[src/rtl/multicycle_control.sv]
// Main control FSM for the multicycle 16-bit datapath: sequences fetch/decode/execute/memory/writeback
// and drives datapath enables, with memory states stalled on the mem_ready handshake.
module multicycle_control #(
  parameter logic [3:0] HALT_OP = 4'hF
) (
  input  logic       clk,
  input  logic       reset,
  input  logic [3:0] opcode,
  input  logic       mem_ready,
  output logic       PCWrite,
  output logic       PCWriteCond,
  output logic       BranchNE,
  output logic       IorD,
  output logic       MemRead,
  output logic       MemWrite,
  output logic       IRWrite,
  output logic       MemtoReg,
  output logic       RegWrite,
  output logic       RegDst,
  output logic       ALUSrcA,
  output logic [1:0] ALUSrcB,
  output logic [1:0] PCSource,
  output logic [2:0] ALUOp,
  output logic       illegal_op,
  output logic [3:0] state
);

  typedef enum logic [3:0] {
    S_FETCH     = 4'd0,
    S_DECODE    = 4'd1,
    S_MEM_ADDR  = 4'd2,
    S_MEM_READ  = 4'd3,
    S_MEM_WB    = 4'd4,
    S_MEM_WRITE = 4'd5,
    S_EXEC_R    = 4'd6,
    S_ALU_WB    = 4'd7,
    S_EXEC_I    = 4'd8,
    S_BRANCH    = 4'd9,
    S_JUMP      = 4'd10,
    S_HALT      = 4'd11
  } state_t;

  state_t     r_state;
  state_t     w_next;
  logic [3:0] r_op_q;

  logic       w_pc_write, w_pc_write_cond, w_branch_ne, w_iord, w_mem_read, w_mem_write;
  logic       w_ir_write, w_mem_to_reg, w_reg_write, w_reg_dst, w_alu_src_a, w_illegal;
  logic [1:0] w_alu_src_b, w_pc_source;
  logic [2:0] w_alu_op, w_alu_op_exec;

  always_ff @(posedge clk or posedge reset) begin
    if (reset) begin
      r_state <= S_FETCH;
      r_op_q  <= '0;
    end else begin
      r_state <= w_next;
      if (r_state == S_DECODE) r_op_q <= opcode;
    end
  end

  // ALU operation selected by the latched opcode; ALU_WB reuses it so ALUOp holds across writeback.
  always_comb begin
    w_alu_op_exec = 3'd2;
    case (r_op_q)
      4'd0:    w_alu_op_exec = 3'd0;
      4'd1:    w_alu_op_exec = 3'd1;
      4'd3:    w_alu_op_exec = 3'd4;
      4'd4:    w_alu_op_exec = 3'd5;
      4'd5:    w_alu_op_exec = 3'd6;
      default: w_alu_op_exec = 3'd2;
    endcase
  end

  always_comb begin
    w_next          = r_state;
    w_pc_write      = 1'b0;
    w_pc_write_cond = 1'b0;
    w_branch_ne     = 1'b0;
    w_iord          = 1'b0;
    w_mem_read      = 1'b0;
    w_mem_write     = 1'b0;
    w_ir_write      = 1'b0;
    w_mem_to_reg    = 1'b0;
    w_reg_write     = 1'b0;
    w_reg_dst       = 1'b0;
    w_alu_src_a     = 1'b0;
    w_alu_src_b     = 2'b00;
    w_pc_source     = 2'b00;
    w_alu_op        = 3'd0;
    w_illegal       = 1'b0;
    case (r_state)
      S_FETCH: begin
        w_mem_read  = 1'b1;
        w_alu_src_b = 2'b01;
        w_alu_op    = 3'd2;
        w_ir_write  = mem_ready;
        w_pc_write  = mem_ready;
        if (mem_ready) w_next = S_DECODE;
      end
      S_DECODE: begin
        w_alu_src_b = 2'b11;
        w_alu_op    = 3'd2;
        case (opcode)
          4'd0, 4'd1:             w_next = S_EXEC_R;
          4'd2, 4'd3, 4'd4, 4'd5: w_next = S_EXEC_I;
          4'd6, 4'd7:             w_next = S_MEM_ADDR;
          4'd8, 4'd9:             w_next = S_BRANCH;
          4'hA:                   w_next = S_JUMP;
          HALT_OP:                w_next = S_HALT;
          default: begin
            w_next    = S_FETCH;
            w_illegal = 1'b1;
          end
        endcase
      end
      S_MEM_ADDR: begin
        w_alu_src_a = 1'b1;
        w_alu_src_b = 2'b10;
        w_alu_op    = 3'd2;
        w_next      = (r_op_q == 4'd6) ? S_MEM_READ : S_MEM_WRITE;
      end
      S_MEM_READ: begin
        w_iord     = 1'b1;
        w_mem_read = 1'b1;
        if (mem_ready) w_next = S_MEM_WB;
      end
      S_MEM_WB: begin
        w_reg_write  = 1'b1;
        w_mem_to_reg = 1'b1;
        w_next       = S_FETCH;
      end
      S_MEM_WRITE: begin
        w_iord      = 1'b1;
        w_mem_write = 1'b1;
        if (mem_ready) w_next = S_FETCH;
      end
      S_EXEC_R: begin
        w_alu_src_a = 1'b1;
        w_alu_op    = w_alu_op_exec;
        w_next      = S_ALU_WB;
      end
      S_ALU_WB: begin
        w_reg_write = 1'b1;
        w_reg_dst   = (r_op_q <= 4'd1);
        w_alu_op    = w_alu_op_exec;
        w_next      = S_FETCH;
      end
      S_EXEC_I: begin
        w_alu_src_a = 1'b1;
        w_alu_src_b = 2'b10;
        w_alu_op    = w_alu_op_exec;
        w_next      = S_ALU_WB;
      end
      S_BRANCH: begin
        w_alu_src_a     = 1'b1;
        w_alu_op        = 3'd3;
        w_pc_write_cond = 1'b1;
        w_pc_source     = 2'b01;
        w_branch_ne     = (r_op_q == 4'd9);
        w_next          = S_FETCH;
      end
      S_JUMP: begin
        w_pc_write  = 1'b1;
        w_pc_source = 2'b10;
        w_next      = S_FETCH;
      end
      S_HALT:  w_next = S_HALT;
      default: w_next = S_FETCH;
    endcase
  end

  // Outputs are forced low while reset is held, including the FETCH strobes.
  assign PCWrite     = w_pc_write      & ~reset;
  assign PCWriteCond = w_pc_write_cond & ~reset;
  assign BranchNE    = w_branch_ne     & ~reset;
  assign IorD        = w_iord          & ~reset;
  assign MemRead     = w_mem_read      & ~reset;
  assign MemWrite    = w_mem_write     & ~reset;
  assign IRWrite     = w_ir_write      & ~reset;
  assign MemtoReg    = w_mem_to_reg    & ~reset;
  assign RegWrite    = w_reg_write     & ~reset;
  assign RegDst      = w_reg_dst       & ~reset;
  assign ALUSrcA     = w_alu_src_a     & ~reset;
  assign ALUSrcB     = reset ? '0 : w_alu_src_b;
  assign PCSource    = reset ? '0 : w_pc_source;
  assign ALUOp       = reset ? '0 : w_alu_op;
  assign illegal_op  = w_illegal       & ~reset;
  assign state       = r_state;

endmodule

[config.mk]
export PLATFORM = sky130hd
export DESIGN_NAME = multicycle_control
export DESIGN_NICKNAME = d
export VERILOG_FILES = /design/src/rtl/multicycle_control.sv
export SDC_FILE = /design/constraint.sdc
export NUM_CORES = 1
export LEC_CHECK = 0
export ABC_CLOCK_PERIOD_IN_PS = 4220
export BUFFER_PORTS_ARGS = -buffer_cell sky130_fd_sc_hd__buf_2
export CAP_MARGIN = 20
export CORE_MARGIN = 2
export CORE_UTILIZATION = 51
export CTS_CLUSTER_SIZE = 28
export DETAILED_ROUTE_END_ITERATION = 10
export GPL_TIMING_DRIVEN = 0
export HOLD_SLACK_MARGIN = 0.05
export PLACE_DENSITY = 0.83
export REMOVE_ABC_BUFFERS = 1
export SLEW_MARGIN = 20
export SYNTH_ARGS = -nofsm -noshare
export SYNTH_HDL_FRONTEND = slang
export SYNTH_SLANG_ARGS = --single-unit
[constraint.sdc]
create_clock -name clk -period 4.22 [get_ports clk]
set_input_delay 0.211 -clock clk [delete_from_list [all_inputs] [get_ports clk]]
set_output_delay 0.211 -clock clk [all_outputs]
set_load 0.02 [all_outputs]
-- Word-level counts from Yosys, hierarchy flattened
Index checks and enable logic that the tools add are counted.
- register bits after elaboration: 8
- bits in latches: 0
- RAM bits: 0
- ROM bits: 0
- output and inout bits: 23
- word-level logic and storage cells: 90
- memories kept: 0
- $add $sub $neg: 0
- $mul: 0
- divide/modulo/power cells: 0
- magnitude comparators: 1
- equality and inequality tests: 31
- shift-type cells: 0
- muxes and demuxes: 26
- bitwise operators: 13
- reductions and logical operators: 17
- operators with widths (cell ; count):
    equality test 4 x 3 -> 1 bit (second input constant) ; 11
    equality test 4 bit (second input constant) ; 9
    case mux 4 bit (7 select lines) ; 1
    case mux 4 bit (6 select lines) ; 1
    equality test 4 x 2 -> 1 bit (second input constant) ; 5
    OR reduction 2 bit ; 8
    case mux 3 bit (5 select lines) ; 1
    AND 1 bit ; 12
    equality test 4 x 1 -> 1 bit (second input constant) ; 3
    logical NOT 4 bit ; 3
    two-way mux 1 bit ; 12
    two-way mux 4 bit ; 3
    OR reduction 12 bit ; 1
    case mux 3 bit (3 select lines) ; 1
    OR reduction 4 bit ; 2
    two-way mux 3 bit ; 2
    != test 2 bit (second input constant) ; 3
    case mux 2 bit (3 select lines) ; 1
    OR reduction 3 bit ; 2
    less-or-equal comparator 4 x 1 -> 1 bit (second input constant) ; 1
    two-way mux 2 bit ; 2
    case mux 2 bit (2 select lines) ; 1
    AND reduction 3 bit ; 1
    case mux 1 bit (2 select lines) ; 1
    NOT 1 bit ; 1

-- Logic depth before layout (Yosys ltp)
Gate-level depths: netlist of run 1.
- depth in word-level cells: 5
- mapped depth: 6

-- Worst setup path after synthesis of run 1
OpenSTA, ideal clock, no wires.
- kind: reg-to-output
- start: register r_state[1] (netlist: state[1])
- end: output BranchNE
- arrival time: 1.834 ns
- slack: 2.175 ns
- cell stages (with the launch flop): 5
- path through: dfrtp_1 -> clkbuf_2 -> nand2b_1 -> nor3_1 -> and4_1
- cells in the longest elaborated chain, start to end: 3
- RTL lines (item ; RTL line ; text):
    start: declaration ; 43 ; state_t r_state;
    start signal: assignment ; 57 ; r_state <= w_next;
    equality test 4 bit ; 92 ; case (r_state)
    two-way mux 1 bit ; 92 ;
    AND 1 bit ; 176 ; assign BranchNE = w_branch_ne & ~reset;
    end: declaration ; 12 ; output logic BranchNE,
Every way passes these cells.

-- Worst setup path after layout of run 1
- start: register r_state[3] (netlist: state[3])
- end: output illegal_op
- cells in the longest elaborated chain, start to end: 3
- RTL lines (item ; RTL line ; text):
    equality test 4 x 1 -> 1 bit ; 92 ;
    two-way mux 1 bit ; 92 ;
    AND 1 bit ; 188 ; assign illegal_op = w_illegal & ~reset;
    end: declaration ; 24 ; output logic illegal_op,
Every way passes these cells.

==> results.yml, run 1 <==
timing:
  max_freq_mhz: 490
  finalSetupTns_ns: 0
  slew_headroom_pct: 57.7
  skew_ns: 0.000517
  finalCriticalPeriod_ns: 2.04
  rsz0062_at_grt: "no"
  hold_viol: 0
  fin_ws_ns: 2.18
  slew_violations: 0
  min_period_over_period_pct: 48.4
  setup_viol: 0
  tightest_slew_ns: 0.634
floorplanning:
  coreArea_sq_mm: 0.00149
  start_util_pct: 53.2
  dieArea_sq_mm: 0.00188
  ios: 30
  die_y_um: 43.4
  rows: 14
  fp.dieW_um: 43.4
setup_path:
  end_kind: "output port"
  path_cells: "nor4b_4 > and4_1 > buf_2"
  worstPathMaxFanout: 21
  critPathArrivalTime_ns: 1.83
  path_class: "reg2out"
  startpoint_type: "register"
  crit_buf_inv: 1
  crit_path_start: "state[3]"
  r2r-start: "state[3]"
  crit_family: "simple AND/OR/NAND/NOR gates"
  required_ns: 4.01
  slowest_stage: "dfrtp_1"
  cpPeakStageDelay_ns: 0.61
  regToRegSetupSlack_ns: 2.52
clock_network:
  ctsHoldBuffers: 1
  clockRootBuffer: "clkbuf_4"
  clk_latency_ns: 0.25
  numCtsBuffers: 3
  post-cts-setup-buffer-count: 0
  clockBufferDepth: 2
  cts_resized: 0
  cts.sinks: 8
  htreeDepth: 1
  cts_tree: "built"
  clkTransAtPathRegs_ns: 0.05
power_and_ir_drop:
  p_clk_share_pct: 8.1
  swShare_pct: 51.6
  p_int_mw: 0.328
  comb_power_share_pct: 58.7
  leakagePower_nw: 0.452
  p_switching_mw: 0.349
  power_density_mw_per_mm2: 720
  vdd_ir_drop_max_uv: 416
  power_frac_seq_pct: 33.2
finish:
  area_growth_pct: 18.6
  drive_gt1_share_pct: 31.2
  fill_cells: 135
  final_cell_count_no_fill: 141
  num-nets-final: 134
  final_util_pct: 63.1
  diodes: 0
global_route:
  track_usage_pct: 21.5
  grt_max_degree: 22
  grt.overflow.total: 0
  grt_pass1_wl_mm: 3.11
  antenna_found_initial: 0
  grt_pass1_vias: 705
drt:
  wl_per_cell_um: 12.7
  viasPerCell: 6.03
  via_count: 850
  route.detailed.drc: 0
  dr.pass1.iters: 4
  antenna_left: 0
  drt_wl_total_mm: 1.79
  drt_iter0_drc: 27
hold_path:
  hp-class: "in2reg"
  hp-start: "opcode[0]"
placement:
  place.port_buffers: 29
  placed_cells_incl_taps: 137
  hpwl_mm: 1.31
  preCtsSetupSlack_ns: 2.47
  place.gp.congestion: 0.851
synth:
  async_reset_ff_share_pct: 100
  synthCells: 101
  post-synth-top-count-cell: "nor2_1"
  netlist_area_sq_um: 792
  synth_ff_type: "dfrtp_1"
  syn_area_per_cell_sq_um: 7.84
  yosysSeqAreaShare_pct: 25.3
  ys_warn_count: 0
  netlist.area_leader.share_pct: 25.3
  synth_common_cells: "nor2_1, a21oi_1, dfrtp_1"
  synth-seq-cells: 8
  synth_cell_types: 37
  yosys.area.top_type: "dfrtp_1"
  synthTopCellsByArea: "dfrtp_1, mux2_2, nor2_1, a21oi_1, nor3_1"
  synth_edf_count: 0
run:
  cap_violations: 0
status:
  status: "completed"
through the flow:
step                power, mW  hold WS (ns)  cell area (sq um)
detailed placement      0.621         0.271                907
CTS                     0.680         0.251                940
global route            0.742         0.261                940
global placement        0.612         0.264                907
floorplan               0.507        0.0320                742
finish                  0.677         0.260                940
cell families after synthesis:
group	after synthesis	synth area share (%)
compound gates	23	17.9
xor+xnor	7	7.74
buf+inv	12	7.74
flops	8	25.3
mux	6	8.37
simple gates	45	33.0
power by group through the flow:
stage / clock (mW) / combinational [mW] / sequential [mW]
floorplan: 0 / 0.288 / 0.219
global placement: 0 / 0.392 / 0.220
detailed placement: 0 / 0.398 / 0.223
CTS: 0.0580 / 0.400 / 0.222
global route: 0.0633 / 0.442 / 0.237
finish: 0.0547 / 0.397 / 0.224
final cells by class:
type / instances / area (sq um) / area share (%)
Multi-Input combinational cell: 81 / 531 / 56.5
Sequential cell: 8 / 200 / 21.3
Timing Repair Buffer: 30 / 155 / 16.5
Clock buffer: 3 / 22.5 / 2.40
Tap cell: 16 / 20.0 / 2.13
Inverter: 3 / 11.3 / 1.20
registers in the layout (all words and copies together), names as in the netlist:
register / cells
r_op_q: 4
state: 4
worst register-to-register path: cells and delay by family (launching register included):
| family | cells | cell delay (ns) |
|---|---|---|
| AO/OA/AOI/OAI | 2 | 0.25 |
| flip-flops | 1 | 0.61 |
| AND/OR/NAND/NOR | 2 | 0.75 |
metal layers:
metal	vias up	global-route usage (%)	part of all wire (%)	wire, um
met2	33	30.4	45	808
met5	-	0	0	0
met1	386	32.1	48	853
met3	4	2.92	6.3	112
met4	0	10.9	1.0	18
li1	427	-	-	-
cell usage in the layout, fill, tap and decap left out, types with 3 or more instances in the layout:
cell type | synthesis | final
nand2_1 | 6 | 6
xor2_1 | 3 | 3
nor2_1 | 11 | 11
dfrtp_1 | 8 | 8
a21oi_1 | 8 | 8
inv_1 | 3 | 3
nor3_1 | 7 | 7
buf_2 | 3 | 29
mux2_2 | 5 | 5
nor4_1 | 3 | 3
and4_1 | 3 | 3
o22ai_1 | 3 | 3
clkbuf_4 | 0 | 3
nand2b_1 | 3 | 3
xnor2_1 | 4 | 4
o21ai_0 | 4 | 4
worst paths after layout:
kind | end | depth (start not counted)
min in group asynchronous | r_op_q[2] | 3
min reg2reg | r_op_q[1] | 1
min | r_op_q[0] | 2
max reg2reg | state[2] | 4
max | illegal_op | 3
max in group asynchronous | state[0] | 3
Note: power is estimated with default switching activity, not from simulation.
==> run 2: changes to the inputs <==
Settings changed: ABC_CLOCK_PERIOD_IN_PS 4220 to 1700, CORE_UTILIZATION 51 to 43, PLACE_DENSITY 0.83 to 0.74.
Clock period 4.22 ns to 1.7 ns, I/O delays scaled along.
==> results.yml, run 2 (same netlist as run 1, synthesis figures left out) <==
setup_path:
  end_kind: "output port"
  slowest_stage: "dfrtp_4"
  required_ns: 1.62
  cpPeakStageDelay_ns: 0.55
  path_cells: "inv_2 > nand2_1 > nor3_2 > and4_1 > buf_2"
  startpoint_type: "register"
  critPathArrivalTime_ns: 1.60
  worstPathMaxFanout: 11
  path_class: "reg2out"
timing:
  finalCriticalPeriod_ns: 1.69
  max_freq_mhz: 593
  rsz0062_at_grt: "yes"
  tightest_slew_ns: 0.420
  setup_viol: 0
  slew_headroom_pct: 71.6
  slew_violations: 0
  hold_viol: 0
  timing.hold.ws_ns: 0.134
  skew_ns: 0.00159
  finalSetupTns_ns: 0
  min_period_over_period_pct: 99.2
  fin_ws_ns: 0.0139
placement:
  hpwl_mm: 1.40
  placedInstanceArea_sq_um: 918
  preCtsSetupSlack_ns: 0.0131
  place.port_buffers: 29
  place.gp.congestion: 0.875
finish:
  final_common_cell: "buf_2"
  fill_cells: 162
  area_growth_pct: 39.2
  diodes: 0
  final_cell_mix: "buf_2, buf_4, nor2_1, a21oi_1, nand2_1"
  final_area_sq_mm: 0.00110
  num-nets-final: 150
  drive_gt1_share_pct: 46.8
drt:
  via_count: 941
  drt_wl_total_mm: 2.25
  drt_iter0_drc: 47
  wl_per_cell_um: 13.6
  viasPerCell: 5.67
  antenna_left: 0
  route.detailed.drc: 0
  dr.pass1.iters: 4
global_route:
  grt_pass1_wl_mm: 3.37
  antenna_found_initial: 0
  track_usage_pct: 21.6
  grt_pass1_vias: 735
  grt.overflow.total: 0
  grt_max_degree: 18
power_and_ir_drop:
  power_density_mw_per_mm2: 1840
  p_total_mw: 2.02
  leakagePower_nw: 0.530
  vdd_ir_drop_max_uv: 1080
clock_network:
  cts.sinks: 8
  clockRootBuffer: "clkbuf_4"
  clk_latency_ns: 0.25
  clockBufferDepth: 2
  htreeDepth: 1
  clkTransAtPathRegs_ns: 0.05
  cts_tree: "built"
  numCtsBuffers: 3
hold_path:
  hp-class: "in2reg"
floorplanning:
  die_y_um: 46.9
  start_util_pct: 45.9
  fp.dieW_um: 46.9
  ios: 30
  rows: 15
  coreArea_sq_mm: 0.00173
  dieArea_sq_mm: 0.00220
run:
  cap_violations: 0
status:
  status: "completed"
run 2: changes by cell type in the layout (fill, tap and decap cells not counted), sizes merged:
cell / previous run / this run
buf: 29 / 45
run 2: metal layers:
layer | vias up | track usage [%] | share of wire (%) | routed length, um
li1 | 454 | - | - | -
met1 | 425 | 29.3 | 44 | 988
met2 | 56 | 34.5 | 46 | 1040
met3 | 6 | 2.31 | 8.0 | 180
met4 | 0 | 10.0 | 1.8 | 41
met5 | - | 0 | 0 | 0
run 2: cell type report:
| type | count | area, sq um | area share [%] |
|---|---|---|---|
| Clock buffer | 3 | 22.5 | 2.04 |
| Sequential cell | 8 | 208 | 18.8 |
| Inverter | 3 | 11.3 | 1.02 |
| Tap cell | 25 | 31.3 | 2.84 |
| Timing Repair Buffer | 46 | 275 | 25.0 |
| Multi-Input combinational cell | 81 | 554 | 50.3 |
run 2: worst paths after layout:
kind | startpoint | endpoint | slack (ns) | cells past startpoint
min | opcode[0] | r_op_q[0] | 0.13 | 2
min in group asynchronous | reset | state[2] | 0.46 | 3
max reg2reg | state[1] | r_op_q[1] | 0.11 | 4
max in group asynchronous | reset | state[2] | 0.97 | 3
min reg2reg | r_op_q[0] | r_op_q[0] | 0.65 | 1
max | state[2] | BranchNE | 0.01 | 5
run 2: repair_timing:
action                                  4_1_cts  5_1_grt
cloned                                        0        0
hold buffers                                  1        0
setup buffers                                 5       11
endpoints found under the hold margin         8        0
pin swaps                                     1        0
resized for setup                             5        8
endpoints found under the setup margin       11        7
run 2: power by group:
group / internal, mW / switching, mW
Combinational: 0.654 / 0.717
Sequential: 0.297 / 0.221
Clock: 0.0802 / 0.0557
Total: 1.03 / 0.993
run 2: critical path: cells and delay by family (launching register included):
kind                   cells  cell delay, ns
DFF                        1            0.55
buffers and inverters      2            0.29
and+or+nand+nor            3            0.52
run 2: through the flow:
| stage | utilization [%] | cells |
|---|---|---|
| floorplan | - | 92 |
| global route | 63.8 | 166 |
| global placement | 53.2 | 146 |
| detailed placement | 53.2 | 146 |
| finish | 63.8 | 166 |
| CTS | 57.7 | 155 |
